File: config.mk
export PLATFORM = sky130hd
export DESIGN_NAME = pipelined_barrel_shifter
export DESIGN_NICKNAME = d
export VERILOG_FILES = /design/src/rtl/pipelined_barrel_shifter.sv
export SDC_FILE = /design/constraint.sdc
export NUM_CORES = 1
export LEC_CHECK = 0
export ABC_AREA = 0
export BUFFER_PORTS_ARGS = -buffer_cell sky130_fd_sc_hd__buf_2
export CAP_MARGIN = 20
export CORE_UTILIZATION = 45
export DETAILED_ROUTE_END_ITERATION = 8
export SLEW_MARGIN = 10
export SYNTH_ARGS = -nofsm -noshare
export SYNTH_HDL_FRONTEND = slang
export SYNTH_SLANG_ARGS = --single-unit
File: constraint.sdc
create_clock -name CLK -period 7.1 [get_ports CLK]
set_clock_uncertainty 0.1 [all_clocks]
set_input_delay 0.355 -clock CLK [delete_from_list [all_inputs] [get_ports CLK]]
set_output_delay 0.355 -clock CLK [all_outputs]
set_load 0.01 [all_outputs]
File: src/rtl/pipelined_barrel_shifter.sv
// Pipelined multi-mode barrel shifter: one power-of-two shift step per stage,
// a register after every stage, and a valid/ready handshake on both sides.
// Every stage advances together; a stalled output freezes the whole pipe.
module pipelined_barrel_shifter #(
    parameter int DATA_WIDTH  = 32,
    parameter int SHAMT_WIDTH = $clog2(DATA_WIDTH)
) (
    input  logic                   CLK,
    input  logic                   RSTN,
    input  logic                   IVALID,
    output logic                   IREADY,
    input  logic [DATA_WIDTH-1:0]  IDATA,
    input  logic [SHAMT_WIDTH-1:0] SHAMT,
    input  logic [2:0]             MODE,
    output logic                   OVALID,
    input  logic                   OREADY,
    output logic [DATA_WIDTH-1:0]  ODATA,
    output logic                   OZERO
);

    localparam logic [2:0] MODE_LSL = 3'b000;
    localparam logic [2:0] MODE_LSR = 3'b001;
    localparam logic [2:0] MODE_ASR = 3'b010;
    localparam logic [2:0] MODE_ROL = 3'b011;
    localparam logic [2:0] MODE_ROR = 3'b100;

    // One fixed-distance shift of the selected kind; unknown modes pass data through.
    function automatic logic [DATA_WIDTH-1:0] f_shift(
        input logic [DATA_WIDTH-1:0] x,
        input logic [2:0]            m,
        input int                    s
    );
        logic [DATA_WIDTH-1:0] r;
        case (m)
            MODE_LSL: r = x << s;
            MODE_LSR: r = x >> s;
            // The sign bit never changes across stages, so the current MSB is the fill.
            MODE_ASR: r = DATA_WIDTH'($signed(x) >>> s);
            MODE_ROL: r = (x << s) | (x >> (DATA_WIDTH - s));
            MODE_ROR: r = (x >> s) | (x << (DATA_WIDTH - s));
            default:  r = x;
        endcase
        return r;
    endfunction

    // Pipeline enable: the output register is empty or being drained.
    logic w_adv;
    assign w_adv  = ~OVALID | OREADY;
    assign IREADY = w_adv & RSTN;

    // Stage registers. The last stage needs no mode/shamt: nothing follows it.
    logic                   r_valid [SHAMT_WIDTH];
    logic [DATA_WIDTH-1:0]  r_data  [SHAMT_WIDTH];
    logic [2:0]             r_mode  [SHAMT_WIDTH-1];
    logic [SHAMT_WIDTH-1:0] r_shamt [SHAMT_WIDTH-1];
    logic                   r_zero;

    // Stage inputs and the shifted data each stage will capture.
    logic                   w_in_valid [SHAMT_WIDTH];
    logic [DATA_WIDTH-1:0]  w_in_data  [SHAMT_WIDTH];
    logic [2:0]             w_in_mode  [SHAMT_WIDTH];
    logic [SHAMT_WIDTH-1:0] w_in_shamt [SHAMT_WIDTH];
    logic [DATA_WIDTH-1:0]  w_out_data [SHAMT_WIDTH];

    genvar gi;
    generate
        for (gi = 0; gi < SHAMT_WIDTH; gi++) begin : g_stage
            localparam int STEP = 1 << gi;

            if (gi == 0) begin : g_src_port
                // A bubble enters stage 0 whenever nothing is accepted.
                assign w_in_valid[gi] = IVALID & IREADY;
                assign w_in_data[gi]  = IDATA;
                assign w_in_mode[gi]  = MODE;
                assign w_in_shamt[gi] = SHAMT;
            end else begin : g_src_prev
                assign w_in_valid[gi] = r_valid[gi-1];
                assign w_in_data[gi]  = r_data[gi-1];
                assign w_in_mode[gi]  = r_mode[gi-1];
                assign w_in_shamt[gi] = r_shamt[gi-1];
            end

            assign w_out_data[gi] = w_in_shamt[gi][gi]
                                  ? f_shift(w_in_data[gi], w_in_mode[gi], STEP)
                                  : w_in_data[gi];

            // Capture valid and data for this stage when the pipe advances.
            always_ff @(posedge CLK) begin
                if (!RSTN) begin
                    r_valid[gi] <= 1'b0;
                    r_data[gi]  <= '0;
                end else if (w_adv) begin
                    r_valid[gi] <= w_in_valid[gi];
                    r_data[gi]  <= w_out_data[gi];
                end
            end

            if (gi < SHAMT_WIDTH - 1) begin : g_ctrl
                // Carry mode and shift amount forward for the later stages.
                always_ff @(posedge CLK) begin
                    if (!RSTN) begin
                        r_mode[gi]  <= '0;
                        r_shamt[gi] <= '0;
                    end else if (w_adv) begin
                        r_mode[gi]  <= w_in_mode[gi];
                        r_shamt[gi] <= w_in_shamt[gi];
                    end
                end
            end else begin : g_zero
                // Zero flag is registered with the final data so both leave together.
                always_ff @(posedge CLK) begin
                    if (!RSTN) begin
                        r_zero <= 1'b0;
                    end else if (w_adv) begin
                        r_zero <= (w_out_data[gi] == '0);
                    end
                end
            end
        end
    endgenerate

    assign OVALID = r_valid[SHAMT_WIDTH-1];
    assign ODATA  = r_data[SHAMT_WIDTH-1];
    assign OZERO  = r_zero;

endmodule

### Word level (Yosys, flattened, before mapping)

Memory sizes are Yosys's and may differ from the RTL's.
Index checks and enable logic that the tools add are counted.

* memories kept: 4
* latch bits: 0
* output and inout bits: 35
* register bits after elaboration: 1
* memory bits (writable): 197
* word-level logic and storage cells: 95
* input bits: 44
* memory bits (read-only): 0

Memories
* r_data: words 5, bits a word 32, read ports 5, clocked after memory_dff 0, wr ports 5, line 53 `logic [DATA_WIDTH-1:0] r_data [SHAMT_WIDTH];`
* r_shamt: words 4, bits a word 5, read ports 4, clocked after memory_dff 0, wr ports 4, line 55 `logic [SHAMT_WIDTH-1:0] r_shamt [SHAMT_WIDTH-1];`
* r_mode: words 4, bits a word 3, read ports 4, clocked after memory_dff 0, wr ports 4, line 54 `logic [2:0] r_mode [SHAMT_WIDTH-1];`
* r_valid: words 5, bits a word 1, read ports 5, clocked after memory_dff 0, wr ports 5, line 52 `logic r_valid [SHAMT_WIDTH];`

* eq/ne operators: 20
* shift-type cells: 0
* bitwise logic cells: 31
* div/mod/pow operators: 0
* add/sub/neg operators: 0
* mux-type cells: 32
* $lt $le $gt $ge: 0
* multipliers: 0
* reductions and logical operators: 7

Operators with widths (number)
* $pmux 32 s5: 4
* $mux 32: 10
* $pmux 32 s4: 1
* $logic_not 32->1: 1
* $or 16x32->32: 1
* $or 24x32->32: 1
* $or 28x32->32: 1
* $or 30x32->32: 1
* $or 31x32->32: 1
* $or 32x1->32: 1
* $or 32x2->32: 1
* $or 32x4->32: 1
* $or 32x8->32: 1
* $eq 3x2->1 const B: 10
* $mux 5: 4
* $or 1x1->1: 19
* $eq 3x1->1 const B: 5
* $eq 3x3->1 const B: 5
* $logic_not 3->1: 5
* $mux 3: 4
* $mux 1: 9
* $and 1x1->1: 2
* $reduce_or 2->1: 1
* $not 1->1: 1

### Depth between registers and ports, before layout

* word-level depth: 6
* gate-level depth with buffers: 8
* gate-level depth less buffers: 6

### Worst setup path before layout

Ideal clock, no wire load.

* kind: register to register
* from: memory r_valid[4]
* to: memory r_data[0][0] (enable)
* required time: 5497 ps
* cell stages (with the launch flop): 3
* setup slack: 1859 ps
* buffers on the path: 0
* arrival time: 3638 ps
* library setup time: 1503 ps
* clock period less this slack: 5241 ps
* path through: dfxtp_1 > nor2b_1 > nand2_1

RTL lines (line)
* start: declaration: 52
* end: declaration: 53

==> flow_summary.json <==
{
  "result_of_the_run": "complete, no violations",
  "r2r-start": "r_mode[2][0]",
  "setup_repair_after_global_routing_missed_its_margin": "false",
  "hold_path.class": "in2reg",
  "ys_types": 62,
  "route.vias.total": 7973,
  "coreArea_um2": 22800,
  "timing.max_slew.rel_slack": 0.271,
  "ys_warn_count": 0,
  "synth-edff-count": 186,
  "final_layout_size_suffix_gt1_frac": 0.164,
  "routedWlPerCell_um": 18.1,
  "post-cts-setup-buffers": 0,
  "ys_top_cells_by_count": "186 x sky130_fd_sc_hd__edfxtp_1, 128 x sky130_fd_sc_hd__nor2_1, 91 x sky130_fd_sc_hd__a22oi_1",
  "design_area_um2": 11600,
  "first_drt_pass_iteration_count": 8,
  "synth_top_cells_by_area": "sky130_fd_sc_hd__edfxtp_1 53%, sky130_fd_sc_hd__a22oi_1 6.5%, sky130_fd_sc_hd__a211oi_1 5.7%",
  "setup_violations": 0,
  "viasPerCell": 5.94,
  "final-hold-violation-count": 0,
  "cpMaxStageDelayCell": "sky130_fd_sc_hd__nand2b_4",
  "period_share": 0.430,
  "synth.largest_area_cell": "sky130_fd_sc_hd__edfxtp_1",
  "cp.required_ps": 6640,
  "final_net_count": 1060,
  "worst-slew-pin-transition_ps": 1090,
  "crit_arrival_ps": 2600,
  "total_wirelength_um": 24300,
  "finished_layout_cells": 1342,
  "maxSlewViolCount": 0,
  "yosys_most_used_dff": "sky130_fd_sc_hd__edfxtp_1",
  "placementRows": 55,
  "overflow_left_after_global_routing": 0,
  "gpl_congestion": 0.934,
  "cap_viol_max_count": 0,
  "antenna_found_initial": 0,
  "power.static_leakage_nw": 4.19,
  "grt_first_pass_wirelength_um": 39300,
  "cpLargestDelayFamily": "simple AND/OR/NAND/NOR gates",
  "detailed_place_hpwl_um": 16500,
  "critPathLaunchType": "flop",
  "insertion_delay_ps": 440,
  "cp-startpoint": "r_valid[4]",
  "post_synth_instance_area_um2": 10500,
  "port-buffer-count": 78,
  "final_core_utilization": 0.510,
  "postSynthNetCount": 1044,
  "initial_utilization": 0.460,
  "hold_path.startpoint": "SHAMT[1]",
  "maxClockFrequency_ghz": 0.327,
  "design.portCount": 79,
  "dieWidth_um": 155,
  "cts_tree": "yes",
  "critical_path.endpoint_type": "primary output",
  "htreeDepth": 4,
  "vdd_ir_drop_max_uv": 119,
  "clock_buffers_created_by_tritoncts": 17,
  "cts.path.max_buffers": 2,
  "gr-usage-all-layers": 0.210,
  "detailedRoute.firstIterationViolations": 667,
  "hold_ws_ps": 93.0,
  "yosys_top_cell_area_share": 0.533,
  "final_critical_path_time_including_i_o_delays_and_setup_ps": 3060,
  "die_height_um": 155,
  "grt_pass1_vias": 7308,
  "post_cts_resized": 0,
  "post-synth-top-count-cell": "sky130_fd_sc_hd__edfxtp_1",
  "pin_count_of_the_biggest_net_entering_global_routing": 89,
  "criticalPathCategory": "reg2out",
  "power.density_cell_area_nw_per_um2": 231,
  "place_inst": 1309,
  "clkTransAtPathRegs_ps": 70,
  "antennaDiodeCount": 0,
  "clk_root_buffer_cell": "sky130_fd_sc_hd__clkbuf_16",
  "tritoncts_num_sinks": 188,
  "synth_sequential_area_ratio": 0.537,
  "post_synth.cell_area_avg_um2": 10.5,
  "detailed_place.area_um2": 11000,
  "drc": 0,
  "async_reset_ff_frac": 0,
  "die-area_um2": 23900,
  "critPathMaxStageDelay_ps": 600,
  "synth_cells": 1000,
  "timing.critical_path.buf_inv": 2,
  "final_antenna_net_count": 0,
  "cts-hold-fix-buffers": 0,
  "timing.critical_path.fanout_max": 67,
  "critical_path.cell_chain": "nor2b_1, nand2b_4, inv_2, buf_2",
  "layout-area-overhead-vs-synth_pct": 10.8,
  "postSynthRegisterBits": 188,
  "final.setup.tns_ps": 0
}
[cell families (layout without fill, tap and decap cells)]
| logic type | after synthesis | in the layout | synth area share |
|---|---|---|---|
| AOI/OAI and AO/OA | 395 | 395 | 0.267 |
| and+or+nand+nor | 281 | 281 | 0.118 |
| DFF | 188 | 188 | 0.537 |
| buffers and inverters | 101 | 130 | 0.0426 |
| adders and majority gates | 15 | 15 | 0.0143 |
| muxes | 15 | 15 | 0.0158 |
| xor gates and xnor gates | 5 | 5 | 0.00561 |
[cell type report]
| class | count | area [µm²] |
|---|---|---|
| inverters | 9 | 33.8 |
| well taps | 313 | 392 |
| multi-input cells | 711 | 4470 |
| repair buffers | 89 | 480 |
| clock inverters | 15 | 196 |
| fillers | 2052 | 11200 |
| clock buffers | 17 | 425 |
| flip-flops and latches | 188 | 5630 |
[routing by layer]
layer | wire [µm] | global-route usage | vias up | part of all wire
met5 | 0 | 0 | - | 0
met4 | 810 | 0.0976 | 0 | 0.033
met3 | 805 | 0.0339 | 55 | 0.033
met2 | 12400 | 0.366 | 245 | 0.51
met1 | 10300 | 0.254 | 3768 | 0.42
li1 | - | - | 3905 | -
[state kept, by name (all words and copies together), names as in the netlist]
name	count
r_data	160
OZERO	1
r_mode	12
r_shamt	10
r_valid	5
[per-stage QoR]
| step | total power, mW | setup WS (ps) |
|---|---|---|
| final | 2.69 | 4040 |
| after global routing | 2.79 | 3820 |
| after floorplan | 1.63 | 1860 |
| after detailed placement | 1.73 | 4290 |
| after CTS | 2.70 | 3930 |
| after global placement | 1.73 | 4320 |
[power breakdown]
part	internal (mW)	switching, mW	total [mW]
clock network	0.510	0.468	0.978
logic	0.131	0.192	0.323
registers	1.30	0.0891	1.39
total	1.94	0.749	2.69
[cells in the final DEF (no fill, tap or decap), drive strengths merged, types with 5 or more instances in the layout]
cell type and n:
a22oi 91, clkbuf 17, inv 15, nor2 130, mux2 12, o21ai 54, a21oi 82, maj3 15
nand3 16, a211oi 99, o21a 5, edfxtp 186, nand2 76, nor2b 11, clkinv 7, a221oi 14
and2 25, o22ai 15, o22a 16, buf 89
[worst reg2reg max path, stage by stage (launching register included)]
cell and delay (ps):
sky130_fd_sc_hd__edfxtp_1 680, sky130_fd_sc_hd__nor2_2 500, sky130_fd_sc_hd__o21a_1 650, sky130_fd_sc_hd__buf_4 380, sky130_fd_sc_hd__nor2_1 70, sky130_fd_sc_hd__a211oi_1 240
[worst paths after layout]
kind,to,slack [ps],cells after the start
setup / recovery,IREADY,4040,4
hold / removal,r_shamt[0][1],90,2
setup reg to reg,r_data[3][11],4280,5
hold reg to reg,r_valid[4],380,1
Power figures use the tool's default switching activity.
